**src/rtl/itype_sequencer.sv**
```systemverilog
// itype_sequencer
// Multicycle control FSM for the I-type path of the MIPS-subset core. It
// accepts one instruction at a time, decodes the opcode, selects the
// immediate extension mode, and sequences ALU, data-memory and register
// write-back. All outputs are decoded from the state register and the
// captured instruction; no input reaches an output combinationally.
//
// Ports
//   clk, rst_n        clock (rising edge), asynchronous active-low reset
//   instr_valid/ready instruction handshake (ready only in IDLE)
//   instr             instruction word, sampled on the accept edge only
//   alu_zero          ALU zero flag, used in EXEC to resolve beq/bne
//   mem_ready         data-memory completion, sampled in MEM
//   ext_mode, imm     immediate extender control and captured imm field
//   alu_src_imm       ALU B operand select, alu_op ALU operation
//   mem_req, mem_we   data-memory request / store
//   reg_write         one-cycle rt write strobe, mem_to_reg selects memory
//   branch_taken      resolved branch, presented with done
//   done, err         completion pulse and status (00 ok/01 illegal/10 timeout)
//   retired_count     count of instructions completed without error
//
// state  | meaning
// IDLE   | ready for a new instruction
// DECODE | opcode decoded, extender driven; illegal opcodes exit to DONE
// EXEC   | ALU operation; branches resolve here
// MEM    | data-memory access, bounded by MEM_TIMEOUT cycles
// WB     | register write-back strobe
// DONE   | completion pulse with status
module itype_sequencer #(
  parameter int MEM_TIMEOUT = 8,
  parameter int CNT_W       = 16
) (
  input  logic             clk,
  input  logic             rst_n,
  input  logic             instr_valid,
  output logic             instr_ready,
  input  logic [31:0]      instr,
  input  logic             alu_zero,
  input  logic             mem_ready,
  output logic [1:0]       ext_mode,
  output logic [15:0]      imm,
  output logic             alu_src_imm,
  output logic [2:0]       alu_op,
  output logic             mem_req,
  output logic             mem_we,
  output logic             reg_write,
  output logic             mem_to_reg,
  output logic             branch_taken,
  output logic             done,
  output logic [1:0]       err,
  output logic [CNT_W-1:0] retired_count
);

  // The MEM cycle counter only needs to reach MEM_TIMEOUT-1: the last
  // cycle is recognised by compare, not by counting past it.
  localparam int TMO_W = (MEM_TIMEOUT < 2) ? 1 : $clog2(MEM_TIMEOUT);
  localparam logic [TMO_W-1:0] TMO_LAST = TMO_W'(MEM_TIMEOUT - 1);

  localparam logic [5:0] OP_BEQ   = 6'b000100;
  localparam logic [5:0] OP_BNE   = 6'b000101;
  localparam logic [5:0] OP_ADDI  = 6'b001000;
  localparam logic [5:0] OP_ADDIU = 6'b001001;
  localparam logic [5:0] OP_SLTI  = 6'b001010;
  localparam logic [5:0] OP_ANDI  = 6'b001100;
  localparam logic [5:0] OP_ORI   = 6'b001101;
  localparam logic [5:0] OP_LUI   = 6'b001111;
  localparam logic [5:0] OP_LW    = 6'b100011;
  localparam logic [5:0] OP_SW    = 6'b101011;

  localparam logic [2:0] ALU_ADD  = 3'b000;
  localparam logic [2:0] ALU_SUB  = 3'b001;
  localparam logic [2:0] ALU_AND  = 3'b010;
  localparam logic [2:0] ALU_OR   = 3'b011;
  localparam logic [2:0] ALU_SLT  = 3'b100;
  localparam logic [2:0] ALU_PASS = 3'b101;

  typedef enum logic [2:0] {
    S_IDLE,
    S_DECODE,
    S_EXEC,
    S_MEM,
    S_WB,
    S_DONE
  } state_t;

  state_t           state, state_nx;
  logic [5:0]       op_q;
  logic [15:0]      imm_q;
  logic [1:0]       err_q, err_nx;
  logic             taken_q, taken_nx;
  logic [TMO_W-1:0] tmo_cnt, tmo_cnt_nx;

  // rs/rt fields are routed to the register file elsewhere.
  logic unused_instr_bits;
  assign unused_instr_bits = ^instr[25:16];

  logic       dec_legal, dec_branch, dec_lw, dec_sw, dec_src;
  logic [1:0] dec_ext;
  logic [2:0] dec_alu;

  always_comb begin
    dec_legal  = 1'b1;
    dec_branch = 1'b0;
    dec_lw     = 1'b0;
    dec_sw     = 1'b0;
    dec_src    = 1'b1;
    dec_ext    = 2'b01;
    dec_alu    = ALU_ADD;
    case (op_q)
      OP_ADDI, OP_ADDIU: dec_alu = ALU_ADD;
      OP_SLTI:           dec_alu = ALU_SLT;
      OP_ANDI: begin dec_ext = 2'b00; dec_alu = ALU_AND;  end
      OP_ORI:  begin dec_ext = 2'b00; dec_alu = ALU_OR;   end
      OP_LUI:  begin dec_ext = 2'b10; dec_alu = ALU_PASS; end
      OP_LW:             dec_lw = 1'b1;
      OP_SW:             dec_sw = 1'b1;
      OP_BEQ, OP_BNE: begin
        dec_branch = 1'b1;
        dec_src    = 1'b0;
        dec_alu    = ALU_SUB;
      end
      default: begin
        dec_legal = 1'b0;
        dec_src   = 1'b0;
        dec_ext   = 2'b00;
      end
    endcase
  end

  always_ff @(posedge clk or negedge rst_n) begin
    if (!rst_n) state <= S_IDLE;
    else        state <= state_nx;
  end

  always_comb begin
    state_nx   = state;
    err_nx     = err_q;
    taken_nx   = taken_q;
    tmo_cnt_nx = '0;
    case (state)
      S_IDLE: begin
        err_nx   = 2'b00;
        taken_nx = 1'b0;
        if (instr_valid) state_nx = S_DECODE;
      end
      S_DECODE: begin
        if (dec_legal) begin
          state_nx = S_EXEC;
        end else begin
          state_nx = S_DONE;
          err_nx   = 2'b01;
        end
      end
      S_EXEC: begin
        if (dec_branch) begin
          taken_nx = (op_q == OP_BEQ) ? alu_zero : !alu_zero;
          state_nx = S_DONE;
        end else if (dec_lw || dec_sw) begin
          state_nx = S_MEM;
        end else begin
          state_nx = S_WB;
        end
      end
      S_MEM: begin
        if (mem_ready) begin
          state_nx = dec_lw ? S_WB : S_DONE;
        end else if (tmo_cnt == TMO_LAST) begin
          state_nx = S_DONE;
          err_nx   = 2'b10;
        end else begin
          tmo_cnt_nx = tmo_cnt + 1'b1;
        end
      end
      S_WB:    state_nx = S_DONE;
      S_DONE:  state_nx = S_IDLE;
      default: state_nx = S_IDLE;
    endcase
  end

  always_ff @(posedge clk or negedge rst_n) begin
    if (!rst_n) begin
      op_q          <= '0;
      imm_q         <= '0;
      err_q         <= '0;
      taken_q       <= 1'b0;
      tmo_cnt       <= '0;
      retired_count <= '0;
    end else begin
      err_q   <= err_nx;
      taken_q <= taken_nx;
      tmo_cnt <= tmo_cnt_nx;
      if (state == S_IDLE && instr_valid) begin
        op_q  <= instr[31:26];
        imm_q <= instr[15:0];
      end
      if (state == S_DONE && err_q == 2'b00)
        retired_count <= retired_count + CNT_W'(1);
    end
  end

  logic busy;
  assign busy         = (state != S_IDLE);
  assign instr_ready  = (state == S_IDLE);
  assign ext_mode     = busy ? dec_ext : 2'b00;
  assign imm          = busy ? imm_q : 16'h0000;
  assign alu_op       = busy ? dec_alu : 3'b000;
  assign alu_src_imm  = busy & dec_src;
  assign mem_req      = (state == S_MEM);
  assign mem_we       = (state == S_MEM) & dec_sw;
  assign reg_write    = (state == S_WB);
  assign mem_to_reg   = (state == S_WB) & dec_lw;
  assign done         = (state == S_DONE);
  assign branch_taken = (state == S_DONE) & taken_q;
  assign err          = (state == S_DONE) ? err_q : 2'b00;

endmodule

```
**config.mk**
```make
export PLATFORM = sky130hd
export DESIGN_NAME = itype_sequencer
export DESIGN_NICKNAME = d
export VERILOG_FILES = /design/src/rtl/itype_sequencer.sv
export SDC_FILE = /design/constraint.sdc
export NUM_CORES = 1
export LEC_CHECK = 0
export BUFFER_PORTS_ARGS = -buffer_cell sky130_fd_sc_hd__buf_2
export CAP_MARGIN = 30
export CORE_MARGIN = 2
export CORE_UTILIZATION = 50
export CTS_CLUSTER_DIAMETER = 80
export DETAILED_ROUTE_END_ITERATION = 6
export PLACE_DENSITY = 0.79
export REMOVE_ABC_BUFFERS = 1
export SYNTH_ARGS = -nofsm -noshare
export SYNTH_HDL_FRONTEND = slang
export SYNTH_SLANG_ARGS = --single-unit
```
**constraint.sdc**
```tcl
create_clock -name clk -period 2.01 [get_ports clk]
set_input_delay 0 -clock clk [delete_from_list [all_inputs] [get_ports clk]]
set_output_delay 0 -clock clk [all_outputs]
set_load 0.01 [all_outputs]
```
==> results.json <==
{
  "status": "finished with violations",
  "violations": "hold timing",
  "worst_pin_slew_ps": 803,
  "ys_warn_count": 0,
  "grt_max_degree": 38,
  "cellPowerDensity_nw_per_um2": 1280,
  "cp_slowest_cell": "dfrtp_1",
  "endpoint_kind": "primary output",
  "synth_common_cells": "dfrtp_1 (47), mux2_2 (20), nor2_1 (17)",
  "post-route-min-period_ps": 1840,
  "hpwl_um": 3690,
  "fin_crit_sh": 0.915,
  "route.vias.total": 1954,
  "met3_usage": 0.0589,
  "path_cells": "nor3_4 -> buf_4 -> nor2_1 -> nand2_1 -> nor4b_1 -> buf_2",
  "avgRoutedWirePerCell_um": 14.2,
  "n_antenna_cell": 0,
  "top_usage_layer": "met2",
  "ctsLongestPathBuffers": 2,
  "fmax_ghz": 0.544,
  "synth_top_cell_by_area": "dfrtp_1",
  "required_ps": 2010,
  "die_height_um": 74.8,
  "drtIter0Drc": 79,
  "critical_path.top_delay_family": "flip-flops",
  "netlist_instances": 227,
  "setup_viol": 0,
  "clock_sinks": 47,
  "grtUsageMet2": 0.381,
  "min-delay-start": "alu_zero",
  "die-area_um2": 5590,
  "yosys-top-cells-area": "dfrtp_1 (47%), mux2_2 (9.0%), nor2b_1 (4.0%)",
  "place_area_um2": 2890,
  "grt.overflow.total": 0,
  "max_cap_viol_count": 0,
  "critPathMaxStageDelay_ps": 600,
  "yosysSeqAreaShare": 0.470,
  "cp_max_fo": 21,
  "start_kind": "flop",
  "drt.antenna.violating_nets": 0,
  "synth_top_area_share": 0.470,
  "crit_type": "reg -> out",
  "fill_cells": 373,
  "port_buffers": 73,
  "yosysMostFrequentCell": "dfrtp_1",
  "insertion_delay_ps": 300,
  "peakVddDrop_mv": 0.807,
  "p_leak_uw": 0.00162,
  "core-area_um2": 4790,
  "routed_via_density": 5.00,
  "rsz0062_at_grt": "false",
  "hold_path_class": "in -> reg",
  "drive_gt1_frac": 0.361,
  "crit_path_start": "state[0]",
  "grt_pass1_vias": 1934,
  "slew_violations": 0,
  "utilization": 0.672,
  "syn_area_um2": 2500,
  "timing.final.hold_violations": 1,
  "drt-total-wl_um": 5560,
  "hold-worst-slack_ps": -1.10,
  "numCtsBuffers": 5,
  "drc": 0,
  "cts_setup_buffers": 0,
  "use_met1": 0.258,
  "synth-edff-count": 0,
  "r2r_start": "state[0]",
  "cts-root-buf": "clkbuf_8",
  "slew_headroom": 0.465,
  "antenna_found_initial": 0,
  "start_util": 0.523,
  "ys_ff_latch": 47,
  "fin_nets": 363,
  "drt-pass1-iter-count": 4,
  "pin_count": 84,
  "clk_pin_slew_worst_paths_ps": 90,
  "path_buf_inv": 2,
  "r2r_slack_ps": 340,
  "synth_top_flop_cell": "dfrtp_1",
  "die_x_um": 74.8,
  "fin_skew_ps": 9.54,
  "place_congestion": 0.824,
  "syn_avg_cell_area_um2": 11.0,
  "syn2layout_area_growth_pct": 28.4,
  "tritoncts": "done",
  "track_usage": 0.216,
  "rows": 25,
  "worstPathArrival_ps": 1840,
  "final_area_um2": 3210,
  "h-tree-depth": 2,
  "synthArstFlopShare": 1.00,
  "yosysUniqueCellTypes": 47,
  "grt_pass1_wl_um": 9120
}
## registers in the layout, indices dropped and copies added (netlist names)
name	cells
imm_q	16
retired_count	16
op_q	6
state	3
tmo_cnt	3
err_q	2
taken_q	1
## path summary, 6_finish.rpt
kind                            depth (start not counted)          endpoint
max in group asynchronous                               3           op_q[1]
min in group asynchronous                               2  retired_count[0]
worst min register to register                          1        tmo_cnt[0]
worst max-delay path                                    6         alu_op[2]
worst min-delay path                                    4           taken_q
worst max register to register                          3  retired_count[1]
## where the power goes
part	switching [µW]	internal, µW
Sequential	359	1250
Combinational	979	956
Clock	326	245
Total	1660	2460
## routing by layer
| layer | wire [µm] | vias up |
|---|---|---|
| li1 | - | 974 |
| met1 | 2330 | 904 |
| met2 | 2790 | 64 |
| met3 | 350 | 12 |
| met4 | 97 | 0 |
| met5 | 0 | - |
## logic make-up (layout without fill, tap and decap cells)
logic type               after synthesis  after routing  share of synthesized area
flip-flops                            47             47                      0.470
AO/OA/AOI/OAI                         25             25                     0.0620
XOR/XNOR                              18             18                     0.0690
AND/OR/NAND/NOR                       92             92                      0.230
multiplexers                          22             22                      0.100
buffers and inverters                 20            117                     0.0535
adder cells (fa/ha/maj)                3              3                     0.0150
## worst min-delay path: cells and delay by family
| kind | cells | cell delay, ps |
|---|---|---|
| and+or+nand+nor | 1 | 60 |
| buffers and inverters | 1 | 80 |
| AOI/OAI and AO/OA | 1 | 70 |
| xor gates and xnor gates | 1 | 50 |
## stage by stage
step,setup WS [ps],power [µW],instances,setup TNS [ps]
after CTS,167,4130,391,0
after global placement,364,3450,359,0
after detailed placement,352,3510,359,0
final,171,4120,391,0
after floorplan,-217,2810,213,-4540
after global routing,72.2,4440,391,0
## area by class of cell
type                       count  area (µm²)  area share
clock buffer                   5        68.8      0.0214
tap                           67        83.8      0.0261
timing repair buffer         103         651       0.202
multi-input combinational    160        1190       0.371
inverter                       6        22.5     0.00701
clock inverter                 3        18.8     0.00584
sequential                    47        1180       0.366
## timing repair
| item | in CTS | in global routing |
|---|---|---|
| endpoints found under the hold margin | 58 | 0 |
| hold buffers | 24 | 0 |
| gates resized for setup | 0 | 0 |
| setup endpoints to repair | 0 | 0 |
## placed cells by master, fill, tap and decap left out, types with 2 or more instances in the layout
cell           count
and3_1             2
nor3_1             7
nor2b_1           16
xnor2_1            7
nand3_1            3
o21ai_0            9
clkbuf_8           5
buf_4              6
nand4_1            3
a31oi_1            2
xnor2_2            2
a21oi_1            4
and2_1             6
dfrtp_1           47
clkinv_2           2
nand2b_1           3
and4b_1            2
mux2_2            20
ha_1               3
and3b_1            3
xor2_1             9
nand4_4            3
dlygate4sd3_1     24
inv_1              6
nor4_1             3
nor4b_1            2
nand2_1           14
nor2_1            17
a21o_1             2
buf_2             73
o22ai_1            2
Power figures use the tool's default switching activity.
